--- src/rtl/lsu_pkg.sv ---
// Shared encodings for the load/store memory port: funct3 size codes,
// FSM states and store byte-enable base patterns.
package lsu_pkg;

  localparam logic [2:0] F3_B  = 3'b000;
  localparam logic [2:0] F3_H  = 3'b001;
  localparam logic [2:0] F3_W  = 3'b010;
  localparam logic [2:0] F3_D  = 3'b011;
  localparam logic [2:0] F3_BU = 3'b100;
  localparam logic [2:0] F3_HU = 3'b101;
  localparam logic [2:0] F3_WU = 3'b110;

  localparam logic [7:0] BE_B = 8'h01;
  localparam logic [7:0] BE_H = 8'h03;
  localparam logic [7:0] BE_W = 8'h0F;
  localparam logic [7:0] BE_D = 8'hFF;

  typedef enum logic [1:0] {
    S_IDLE  = 2'd0,
    S_ISSUE = 2'd1,
    S_WAIT  = 2'd2,
    S_RESP  = 2'd3
  } state_t;

  // Size is carried in funct3[1:0]; funct3[2] only selects zero-extension.
  function automatic logic [7:0] be_base(input logic [2:0] funct3);
    case (funct3[1:0])
      2'b00:   be_base = BE_B;
      2'b01:   be_base = BE_H;
      2'b10:   be_base = BE_W;
      default: be_base = BE_D;
    endcase
  endfunction

endpackage

--- src/rtl/lsu_load_align.sv ---
// Selects the addressed byte lane of a memory word and sign/zero-extends
// it according to the load size code.
module lsu_load_align
  import lsu_pkg::*;
(
  input  logic [2:0]  funct3,
  input  logic [2:0]  offset,
  input  logic [63:0] rdata,
  output logic [63:0] data
);

  logic [63:0] lane;

  assign lane = rdata >> {offset, 3'b000};

  always_comb begin
    data = '0;
    case (funct3)
      F3_B:    data = {{56{lane[7]}},  lane[7:0]};
      F3_H:    data = {{48{lane[15]}}, lane[15:0]};
      F3_W:    data = {{32{lane[31]}}, lane[31:0]};
      F3_D:    data = lane;
      F3_BU:   data = {56'd0, lane[7:0]};
      F3_HU:   data = {48'd0, lane[15:0]};
      F3_WU:   data = {32'd0, lane[31:0]};
      default: data = '0;
    endcase
  end

endmodule

--- src/rtl/lsu_mem_port.sv ---
// Single-outstanding load/store port between a core and a 64-bit-word
// synchronous memory with byte write enables; all outputs are registered.
//
// state   | meaning
// S_IDLE  | req_ready high, waiting for a request
// S_ISSUE | one-cycle memory access (mem_re or mem_we)
// S_WAIT  | load data returning from memory, captured and aligned
// S_RESP  | one-cycle resp_valid pulse
module lsu_mem_port
  import lsu_pkg::*;
#(
  parameter int ADDR_WIDTH = 10,
  parameter int WIDTH      = 64
) (
  input  logic                  clk,
  input  logic                  rst_n,
  input  logic                  req_valid,
  output logic                  req_ready,
  input  logic                  req_we,
  input  logic [2:0]            req_funct3,
  input  logic [63:0]           req_addr,
  input  logic [WIDTH-1:0]      req_wdata,
  output logic                  resp_valid,
  output logic [WIDTH-1:0]      resp_rdata,
  output logic                  resp_misaligned,
  output logic                  resp_illegal,
  output logic [ADDR_WIDTH-1:0] mem_addr,
  output logic [WIDTH-1:0]      mem_wdata,
  output logic [7:0]            mem_we,
  output logic                  mem_re,
  input  logic [WIDTH-1:0]      mem_rdata
);

  state_t      state_q, state_d;
  logic        we_q;
  logic [2:0]  funct3_q;
  logic [2:0]  offset_q;
  logic        accept, req_illegal, req_misaligned, fault;
  logic [63:0] load_data;
  logic        unused_addr;

  assign unused_addr = ^req_addr[63:ADDR_WIDTH+3];

  assign accept      = (state_q == S_IDLE) && req_ready && req_valid;
  assign req_illegal = (req_funct3 == 3'b111) || (req_we && req_funct3[2]);

  always_comb begin
    req_misaligned = 1'b0;
    case (req_funct3[1:0])
      2'b01:   req_misaligned = req_addr[0];
      2'b10:   req_misaligned = |req_addr[1:0];
      2'b11:   req_misaligned = |req_addr[2:0];
      default: req_misaligned = 1'b0;
    endcase
  end

  assign fault = req_illegal || req_misaligned;

  always_comb begin
    state_d = state_q;
    case (state_q)
      S_IDLE:  if (accept) state_d = fault ? S_RESP : S_ISSUE;
      S_ISSUE: state_d = we_q ? S_RESP : S_WAIT;
      S_WAIT:  state_d = S_RESP;
      S_RESP:  state_d = S_IDLE;
      default: state_d = S_IDLE;
    endcase
  end

  lsu_load_align u_align (
    .funct3 (funct3_q),
    .offset (offset_q),
    .rdata  (mem_rdata),
    .data   (load_data)
  );

  // Outputs are computed from the next state so they line up with it.
  always_ff @(posedge clk or negedge rst_n) begin
    if (!rst_n) begin
      state_q         <= S_IDLE;
      we_q            <= 1'b0;
      funct3_q        <= '0;
      offset_q        <= '0;
      req_ready       <= 1'b0;
      resp_valid      <= 1'b0;
      resp_rdata      <= '0;
      resp_misaligned <= 1'b0;
      resp_illegal    <= 1'b0;
      mem_addr        <= '0;
      mem_wdata       <= '0;
      mem_we          <= '0;
      mem_re          <= 1'b0;
    end else begin
      state_q    <= state_d;
      req_ready  <= (state_d == S_IDLE);
      resp_valid <= (state_d == S_RESP);
      mem_addr   <= '0;
      mem_wdata  <= '0;
      mem_we     <= '0;
      mem_re     <= 1'b0;
      if (state_d != S_RESP) begin
        resp_rdata      <= '0;
        resp_misaligned <= 1'b0;
        resp_illegal    <= 1'b0;
      end
      if (accept) begin
        we_q     <= req_we;
        funct3_q <= req_funct3;
        offset_q <= req_addr[2:0];
        if (fault) begin
          resp_illegal    <= req_illegal;
          resp_misaligned <= !req_illegal && req_misaligned;
        end else begin
          mem_addr <= req_addr[ADDR_WIDTH+2:3];
          if (req_we) begin
            mem_we    <= 8'(be_base(req_funct3) << req_addr[2:0]);
            mem_wdata <= req_wdata << {req_addr[2:0], 3'b000};
          end else begin
            mem_re <= 1'b1;
          end
        end
      end
      if (state_q == S_WAIT) resp_rdata <= load_data;
    end
  end

endmodule
--- config.mk ---
export PLATFORM = sky130hd
export DESIGN_NAME = lsu_mem_port
export DESIGN_NICKNAME = d
export VERILOG_FILES = /design/src/rtl/lsu_pkg.sv /design/src/rtl/lsu_load_align.sv /design/src/rtl/lsu_mem_port.sv
export SDC_FILE = /design/constraint.sdc
export NUM_CORES = 1
export LEC_CHECK = 0
export CAP_MARGIN = 20
export CORE_ASPECT_RATIO = 1.75
export CORE_MARGIN = 2
export CORE_UTILIZATION = 50
export CTS_BUF_LIST = sky130_fd_sc_hd__clkbuf_4
export DETAILED_ROUTE_END_ITERATION = 10
export PLACE_DENSITY = 0.91
export SETUP_SLACK_MARGIN = 0.15
export SLEW_MARGIN = 20
export SYNTH_ARGS = -nofsm -noshare
export SYNTH_HDL_FRONTEND = slang
export SYNTH_HIERARCHICAL = 1
export SYNTH_SLANG_ARGS = --single-unit
--- constraint.sdc ---
create_clock -name clk -period 3.5 [get_ports clk]
set_clock_uncertainty 0.15 [all_clocks]
set_input_delay 1.05 -clock clk [delete_from_list [all_inputs] [get_ports clk]]
set_output_delay 1.05 -clock clk [all_outputs]
set_load 0.02 [all_outputs]
==> Implementation_results.wiki, run 1 <==
{| class="wikitable"
! Metric !! Value
|-
| Outcome || complete, no violations
|-
| Post-synthesis cell type count || 58
|-
| Critical path, cell by cell || clkdlybuf4s50_1
|-
| Initial Utilization || 50.7%
|-
| Sink Count || 160
|-
| Achievable Freq || 344 MHz
|-
| Number of H-tree levels || 4
|-
| Vias after detailed routing || 8828
|-
| Number of enable-type register cells in the synthesized netlist || 0
|-
| Post-route core utilization || 68.4%
|-
| Synth top area cells || sky130_fd_sc_hd__dfrtp_1, sky130_fd_sc_hd__mux4_2, sky130_fd_sc_hd__mux2i_1
|-
| Die span in y || 188 um
|-
| Hold Fails Final Rpt || 0
|-
| PD cells || 661 nW/um^2
|-
| Worst IR drop on VDD || 402 uV
|-
| Mapped Area || 9690 sq um
|-
| LEAKAGE || 5.70 nW
|-
| Buf+Inv Stages, Crit Path || 1
|-
| Largest fanout on the critical path || 2
|-
| Routed wire length || 33.9 mm
|-
| Critical path's top delay family || buffers and inverters
|-
| Routed WL per cell || 24.1 um
|-
| Area share of the leading cell type in the synthesized netlist || 41.3%
|-
| Total power consumption of the routed design || 8.64 mW
|-
| Final Net Count || 1354
|-
| Maximum buffer depth of the clock tree || 2
|-
| Cell accounting for the most synthesized area || sky130_fd_sc_hd__dfrtp_1
|-
| Number of vias per cell after detailed routing || 6.27
|-
| Count of max-cap constraint violations || 0
|-
| Total clock buffers created by CTS || 17
|-
| Last weighted congestion value of the routability-driven placer || 0.999
|-
| Number of hold buffers added after CTS || 0
|-
| Fraction of final layout cells with drive strength greater than 1 || 14.5%
|-
| Setup Total Neg Slack || 0 ps
|-
| Root Driver || sky130_fd_sc_hd__clkbuf_4
|-
| Max Transition Viols Final || 0
|-
| Number of optimization iterations in the first detailed-route pass || 5
|-
| Flop and latch count out of synthesis || 160
|-
| Sort of element at the end of the critical path || primary output
|-
| Worst path slowest cell || sky130_fd_sc_hd__clkdlybuf4s50_1
|-
| Input/output buffers || 298
|-
| Initial antenna violation count || 2
|-
| Post-route worst hold slack || 273 ps
|-
| Clock transition at the registers of the reported paths || 170 ps
|-
| Growth of design area from synthesis to finish || 35.0%
|-
| Endpoint required time on the critical path || 2300 ps
|-
| Arr. time, crit path || 1700 ps
|-
| Count of cells along the worst register-to-register path || 6
|-
| Clk_lat worst skew || 580 ps
|-
| Unrepaired setup endpoints after global routing || no
|-
| Average cell area after synthesis || 11.0 sq um
|-
| Worst path max stage delay || 640 ps
|-
| TritonCTS clock tree || done
|-
| Post-CTS Resized || 0
|-
| Number of nets still failing antenna checks after routing || 0
|-
| Non-filler cells in the finished layout || 1408
|-
| Flop2flop setup slack || 640 ps
|-
| Yosys Warn Count || 6
|-
| Site Rows || 67
|-
| Type of element launching the critical path || register
|-
| Async set-reset flop share out of synthesis || 100%
|-
| Remaining routing DRC violations || 0
|-
| Overall track demand over capacity in global routing || 33.1%
|-
| Core Box Area || 19100 sq um
|-
| Detailed Route Iter0 Violations || 559
|-
| Largest net degree at the start of global routing || 69
|-
| Vias in the first global route || 8925
|-
| Period utilization || 83.0%
|-
| Width of the chip || 109 um
|-
| Kind of critical path || register to primary output
|-
| DP HPWL || 25.6 mm
|-
| Worst relative slew slack || 46.9%
|-
| Cell count after synthesis || 881
|-
| Finish-stage setup viols || 0
|-
| Overall die area || 20600 sq um
|-
| Terminus of the critical flop-to-flop path || resp_rdata[38]
|-
| Total gr overflow || 0
|-
| IO Pins || 350
|-
| Inst Count DP || 1374
|-
| Transition time of the tightest slew-check pin || 797 ps
|-
| Synthesized netlist net count || 1083
|-
| First-pass GRT wire length || 50.2 mm
|-
| Hold crit path type || input pin to asynchronous set/reset pin
|-
| Sequential element share of the synthesized area || 41.3%
|-
| Main synth FF type || sky130_fd_sc_hd__dfrtp_1
|-
| Post-route minimum period || 2900 ps
|-
| Setup bufs post-CTS || 0
|-
| Launching point of the worst reg2reg path || offset_q[0]
|}
[through the flow]
step                instance area [sq um]  setup slack (ps)
global placement                    12800               293
floorplan                            9690               955
CTS                                 13100               564
finish                              13100               596
global route                        13100               510
detailed placement                  12800               223
[power breakdown]
part | switching (mW) | internal, mW | total [mW]
clock | 0.756 | 0.389 | 1.15
combinational | 2.71 | 2.31 | 5.02
sequential | 0.354 | 2.13 | 2.48
[worst max path at each step]
| stage | end | depth (start not counted) | start | slack, ps |
|---|---|---|---|---|
| after floorplan | resp_rdata[3] | 7 | req_addr[2] | 950 |
| after global placement | resp_rdata[38] | 6 | mem_rdata[47] | 290 |
| after detailed placement | resp_rdata[16] | 7 | mem_rdata[63] | 220 |
| after CTS | resp_rdata[47] | 1 | resp_rdata[47] | 560 |
| after global routing | resp_rdata[14] | 1 | resp_rdata[14] | 510 |
| final | resp_rdata[47] | 1 | resp_rdata[47] | 600 |
[logic make-up (layout without fill, tap and decap cells)]
logic type	Yosys count	after routing	share of synthesized area, %
AOI/OAI and AO/OA	197	197	15.5
and+or+nand+nor	290	290	15.7
buffers and inverters	95	379	6.42
DFF	160	160	41.3
muxes	136	136	20.7
adders and majority gates	3	3	0.387
other	0	2	0
[registers in the layout (all words and copies together), names as in the netlist, 2 cells and up]
signal and cells:
mem_wdata 64, resp_rdata 64, mem_addr 10, mem_we 8
funct3_q 3, offset_q 3, state_q 2
[area by class of cell]
cell class              count  area [sq um]
fillers                  1449          6030
multi-input cells         626          5070
flip-flops and latches    160          4010
repair buffers            340          3390
well taps                 241           302
clock inverters            14           146
clock buffers              18           135
inverters                   7          26.3
diodes                      2          5.00
[layer usage]
layer  up-vias  share of wire [%]  GRT usage, %
met3       144                8.3          8.20
met1      4288                 32          33.0
met2       556                 51          57.5
met4         0                8.7          25.1
met5         -                  0             0
li1       3840                  -             -
[cells in the mapped netlist (14+ instances only)]
| cell type | count |
|---|---|
| sky130_fd_sc_hd__a211oi_1 | 21 |
| sky130_fd_sc_hd__a21oi_1 | 20 |
| sky130_fd_sc_hd__a22o_1 | 65 |
| sky130_fd_sc_hd__and2_1 | 31 |
| sky130_fd_sc_hd__and3_1 | 26 |
| sky130_fd_sc_hd__buf_2 | 24 |
| sky130_fd_sc_hd__buf_4 | 14 |
| sky130_fd_sc_hd__buf_6 | 21 |
| sky130_fd_sc_hd__clkbuf_1 | 22 |
| sky130_fd_sc_hd__dfrtp_1 | 160 |
| sky130_fd_sc_hd__mux2i_1 | 67 |
| sky130_fd_sc_hd__mux4_2 | 45 |
| sky130_fd_sc_hd__nand2_1 | 77 |
| sky130_fd_sc_hd__nand3_1 | 20 |
| sky130_fd_sc_hd__nand4_1 | 33 |
| sky130_fd_sc_hd__nor2_1 | 48 |
| sky130_fd_sc_hd__nor2b_1 | 19 |
| sky130_fd_sc_hd__o21a_1 | 18 |
| sky130_fd_sc_hd__o21ai_0 | 21 |
[layout by cell type (no fill, tap or decap), drive strengths merged, types with 18 or more instances in the layout]
cell type,count
dfrtp,160
and2,31
buf,46
nor2,49
mux2i,68
mux4,45
nand2,77
a211oi,22
nand4,35
o21ai,28
nor2b,19
clkbuf,18
mux2,23
o21a,18
a22o,65
clkdlybuf4s50,294
and3,26
nand3,20
a21oi,21
No activity file was read; power rests on OpenSTA's default activity.
==> run 2: changes to the inputs <==
Settings changed: CORE_UTILIZATION 50 to 47, PLACE_DENSITY 0.91 to 0.87.
Clock period 3.5 ns to 3 ns, I/O delays scaled along.
==> Implementation_results.wiki, run 2 (synthesized netlist as in run 1, its figures left out) <==
{| class="wikitable"
! Metric !! Value
|-
| Total gr overflow || 0 (unchanged)
|-
| Period utilization || 91.4%
|-
| Finish-stage setup viols || 0 (unchanged)
|-
| IO Pins || 350 (unchanged)
|-
| Global-route track usage on met1 || 33.0% (about the same)
|-
| Critical path's top delay family || buffers and inverters
|-
| Remaining routing DRC violations || 0 (unchanged)
|-
| Sort of element at the end of the critical path || primary output
|-
| Number of nets still failing antenna checks after routing || 0 (unchanged)
|-
| Most common cell after layout, fill and taps aside || sky130_fd_sc_hd__clkdlybuf4s50_1
|-
| Buf+Inv Stages, Crit Path || 1 (unchanged)
|-
| DP HPWL || 27.4 mm (+6.9%)
|-
| TritonCTS clock tree || done
|-
| Post-CTS Resized || 0 (unchanged)
|-
| Achievable Freq || 365 MHz
|-
| Last weighted congestion value of the routability-driven placer || 1.03 (+2.8%)
|-
| Worst path max stage delay || 740 ps (+100 ps)
|-
| Number of vias per cell after detailed routing || 6.18 (-1.5%)
|-
| First-pass GRT wire length || 53.2 mm (+6.0%)
|-
| Critical path, cell by cell || clkdlybuf4s50_1
|-
| Site Rows || 69 (+3.0%)
|-
| Final Net Count || 1388 (+2.5%)
|-
| Type of element launching the critical path || register
|-
| Number of hold buffers added after CTS || 0 (unchanged)
|-
| Worst IR drop on VDD || 497 uV (+24%)
|-
| Number of H-tree levels || 4 (unchanged)
|-
| Sequential cell area in the final layout || 4010 sq um (unchanged)
|-
| Number of optimization iterations in the first detailed-route pass || 5 (unchanged)
|-
| Maximum buffer depth of the clock tree || 2 (unchanged)
|-
| Total clock buffers created by CTS || 17 (unchanged)
|-
| Initial Utilization || 47.8% (-2.9 points)
|-
| Top library cells by usage in the layout, fill and taps aside || sky130_fd_sc_hd__clkdlybuf4s50_1, sky130_fd_sc_hd__dfrtp_1, sky130_fd_sc_hd__nand2_1
|-
| Unrepaired setup endpoints after global routing || no
|-
| Overall track demand over capacity in global routing || 32.3% (-0.79 points)
|-
| Worst relative slew slack || 53.6% (+6.7 points)
|-
| Post-route minimum period || 2740 ps
|-
| Hold crit path type || input pin to asynchronous set/reset pin
|-
| Die span in y || 194 um (+3.1%)
|-
| Overall die area || 21800 sq um (+6.2%)
|-
| Largest net degree at the start of global routing || 67 (-2.9%)
|-
| Routed WL per cell || 24.4 um (+1.2%)
|-
| Kind of critical path || register to primary output
|-
| Fraction of final layout cells with drive strength greater than 1 || 16.7% (+2.2 points)
|-
| Initial antenna violation count || 1 (-1)
|-
| Flop2flop setup slack || 560 ps (-80 ps)
|-
| Hold Fails Final Rpt || 0 (unchanged)
|-
| Top Registers || mem_wdata x64, resp_rdata x64, mem_addr x10
|-
| Count of cells along the worst register-to-register path || 7 (+1)
|-
| PD cells || 767 nW/um^2 (+16%)
|-
| Width of the chip || 113 um (+3.0%)
|-
| Max Transition Viols Final || 0 (unchanged)
|-
| Grt peak-use layer || met2
|-
| Total area of multi-input combinational cells || 5070 sq um (unchanged)
|-
| Largest fanout on the critical path || 2 (unchanged)
|-
| Growth of design area from synthesis to finish || 38.4%
|-
| LEAKAGE || 5.89 nW (+3.3%)
|-
| Outcome || complete, no violations
|-
| Vias after detailed routing || 8942 (+1.3%)
|-
| Count of max-cap constraint violations || 0 (unchanged)
|-
| Setup Total Neg Slack || 0 ps (unchanged)
|-
| Routed wire length || 35.3 mm (+4.1%)
|-
| Global-route track usage on met2 || 57.8% (+0.36 points)
|-
| Clk_lat worst skew || 580 ps (about the same)
|-
| Number of fillers in the final layout || 1589 (+9.7%)
|-
| Vias in the first global route || 9091 (+1.9%)
|-
| Worst path slowest cell || sky130_fd_sc_hd__clkdlybuf4s50_1
|-
| Global-route track usage on met3 || 5.41% (-2.8 points)
|-
| Terminus of the critical flop-to-flop path || resp_rdata[63]
|-
| Transition time of the tightest slew-check pin || 677 ps (-121 ps)
|-
| Sink Count || 160 (unchanged)
|-
| Core Box Area || 20300 sq um (+6.1%)
|-
| Launching point of the worst reg2reg path || offset_q[1]
|-
| Arr. time, crit path || 1690 ps (about the same)
|-
| Setup bufs post-CTS || 0 (unchanged)
|-
| Input/output buffers || 298 (unchanged)
|-
| Detailed Route Iter0 Violations || 683 (+22%)
|-
| Endpoint required time on the critical path || 1950 ps (-350 ps)
|-
| Root Driver || sky130_fd_sc_hd__clkbuf_4
|-
| Clock transition at the registers of the reported paths || 140 ps (-30 ps)
|-
| Post-route worst hold slack || 144 ps (-130 ps)
|}
-- run 2: how the worst max path moves through the flow --
stage                     slack, ps        endpoint  cells past startpoint      startpoint
after floorplan                 600   resp_rdata[3]                      7     req_addr[2]
after global placement           30  resp_rdata[49]                      8   mem_rdata[63]
after detailed placement          9  resp_rdata[43]                      8   mem_rdata[63]
after CTS                       220  resp_rdata[10]                      1  resp_rdata[10]
after global routing            190   resp_rdata[9]                      1   resp_rdata[9]
final                           260   resp_rdata[9]                      1   resp_rdata[9]
-- run 2: through the flow --
step / instance area (sq um) / power [mW] / setup WS [ps] / instances / util (%)
6_report: 13400 / 10.3 / 258 / 1448 / 66.1
5_1_grt: 13400 / 10.8 / 193 / 1448 / 66.1
4_1_cts: 13400 / 10.3 / 224 / 1447 / 66.1
3_5_place_dp: 13100 / 8.91 / 9.32 / 1415 / 64.7
3_3_place_gp: 13100 / 8.82 / 29.6 / 1415 / 64.7
2_1_floorplan: 9690 / 6.92 / 605 / 881 / -
-- run 2: cell type report --
type | instances | share of cell area [%]
well taps | 248 | 2.31
inverters | 7 | 0.196
diodes | 1 | 0.0187
multi-input cells | 626 | 37.8
flip-flops and latches | 160 | 29.9
clock buffers | 18 | 1.01
repair buffers | 374 | 27.7
clock inverters | 14 | 1.05
-- run 2: per-layer routing --
| metal | part of all wire, % | vias to the layer above |
|---|---|---|
| met5 | 0 | - |
| met2 | 53 | 543 |
| li1 | - | 3890 |
| met4 | 8.5 | 0 |
| met3 | 6.8 | 150 |
| met1 | 32 | 4359 |
-- run 2: power breakdown --
part           total [mW]  internal [mW]  switching (mW)  leakage [nW]
Combinational        6.21           2.92            3.29          3.56
Sequential           2.77           2.48           0.283          2.18
Clock                1.31          0.500           0.812         0.149
Total                10.3           5.90            4.39          5.89
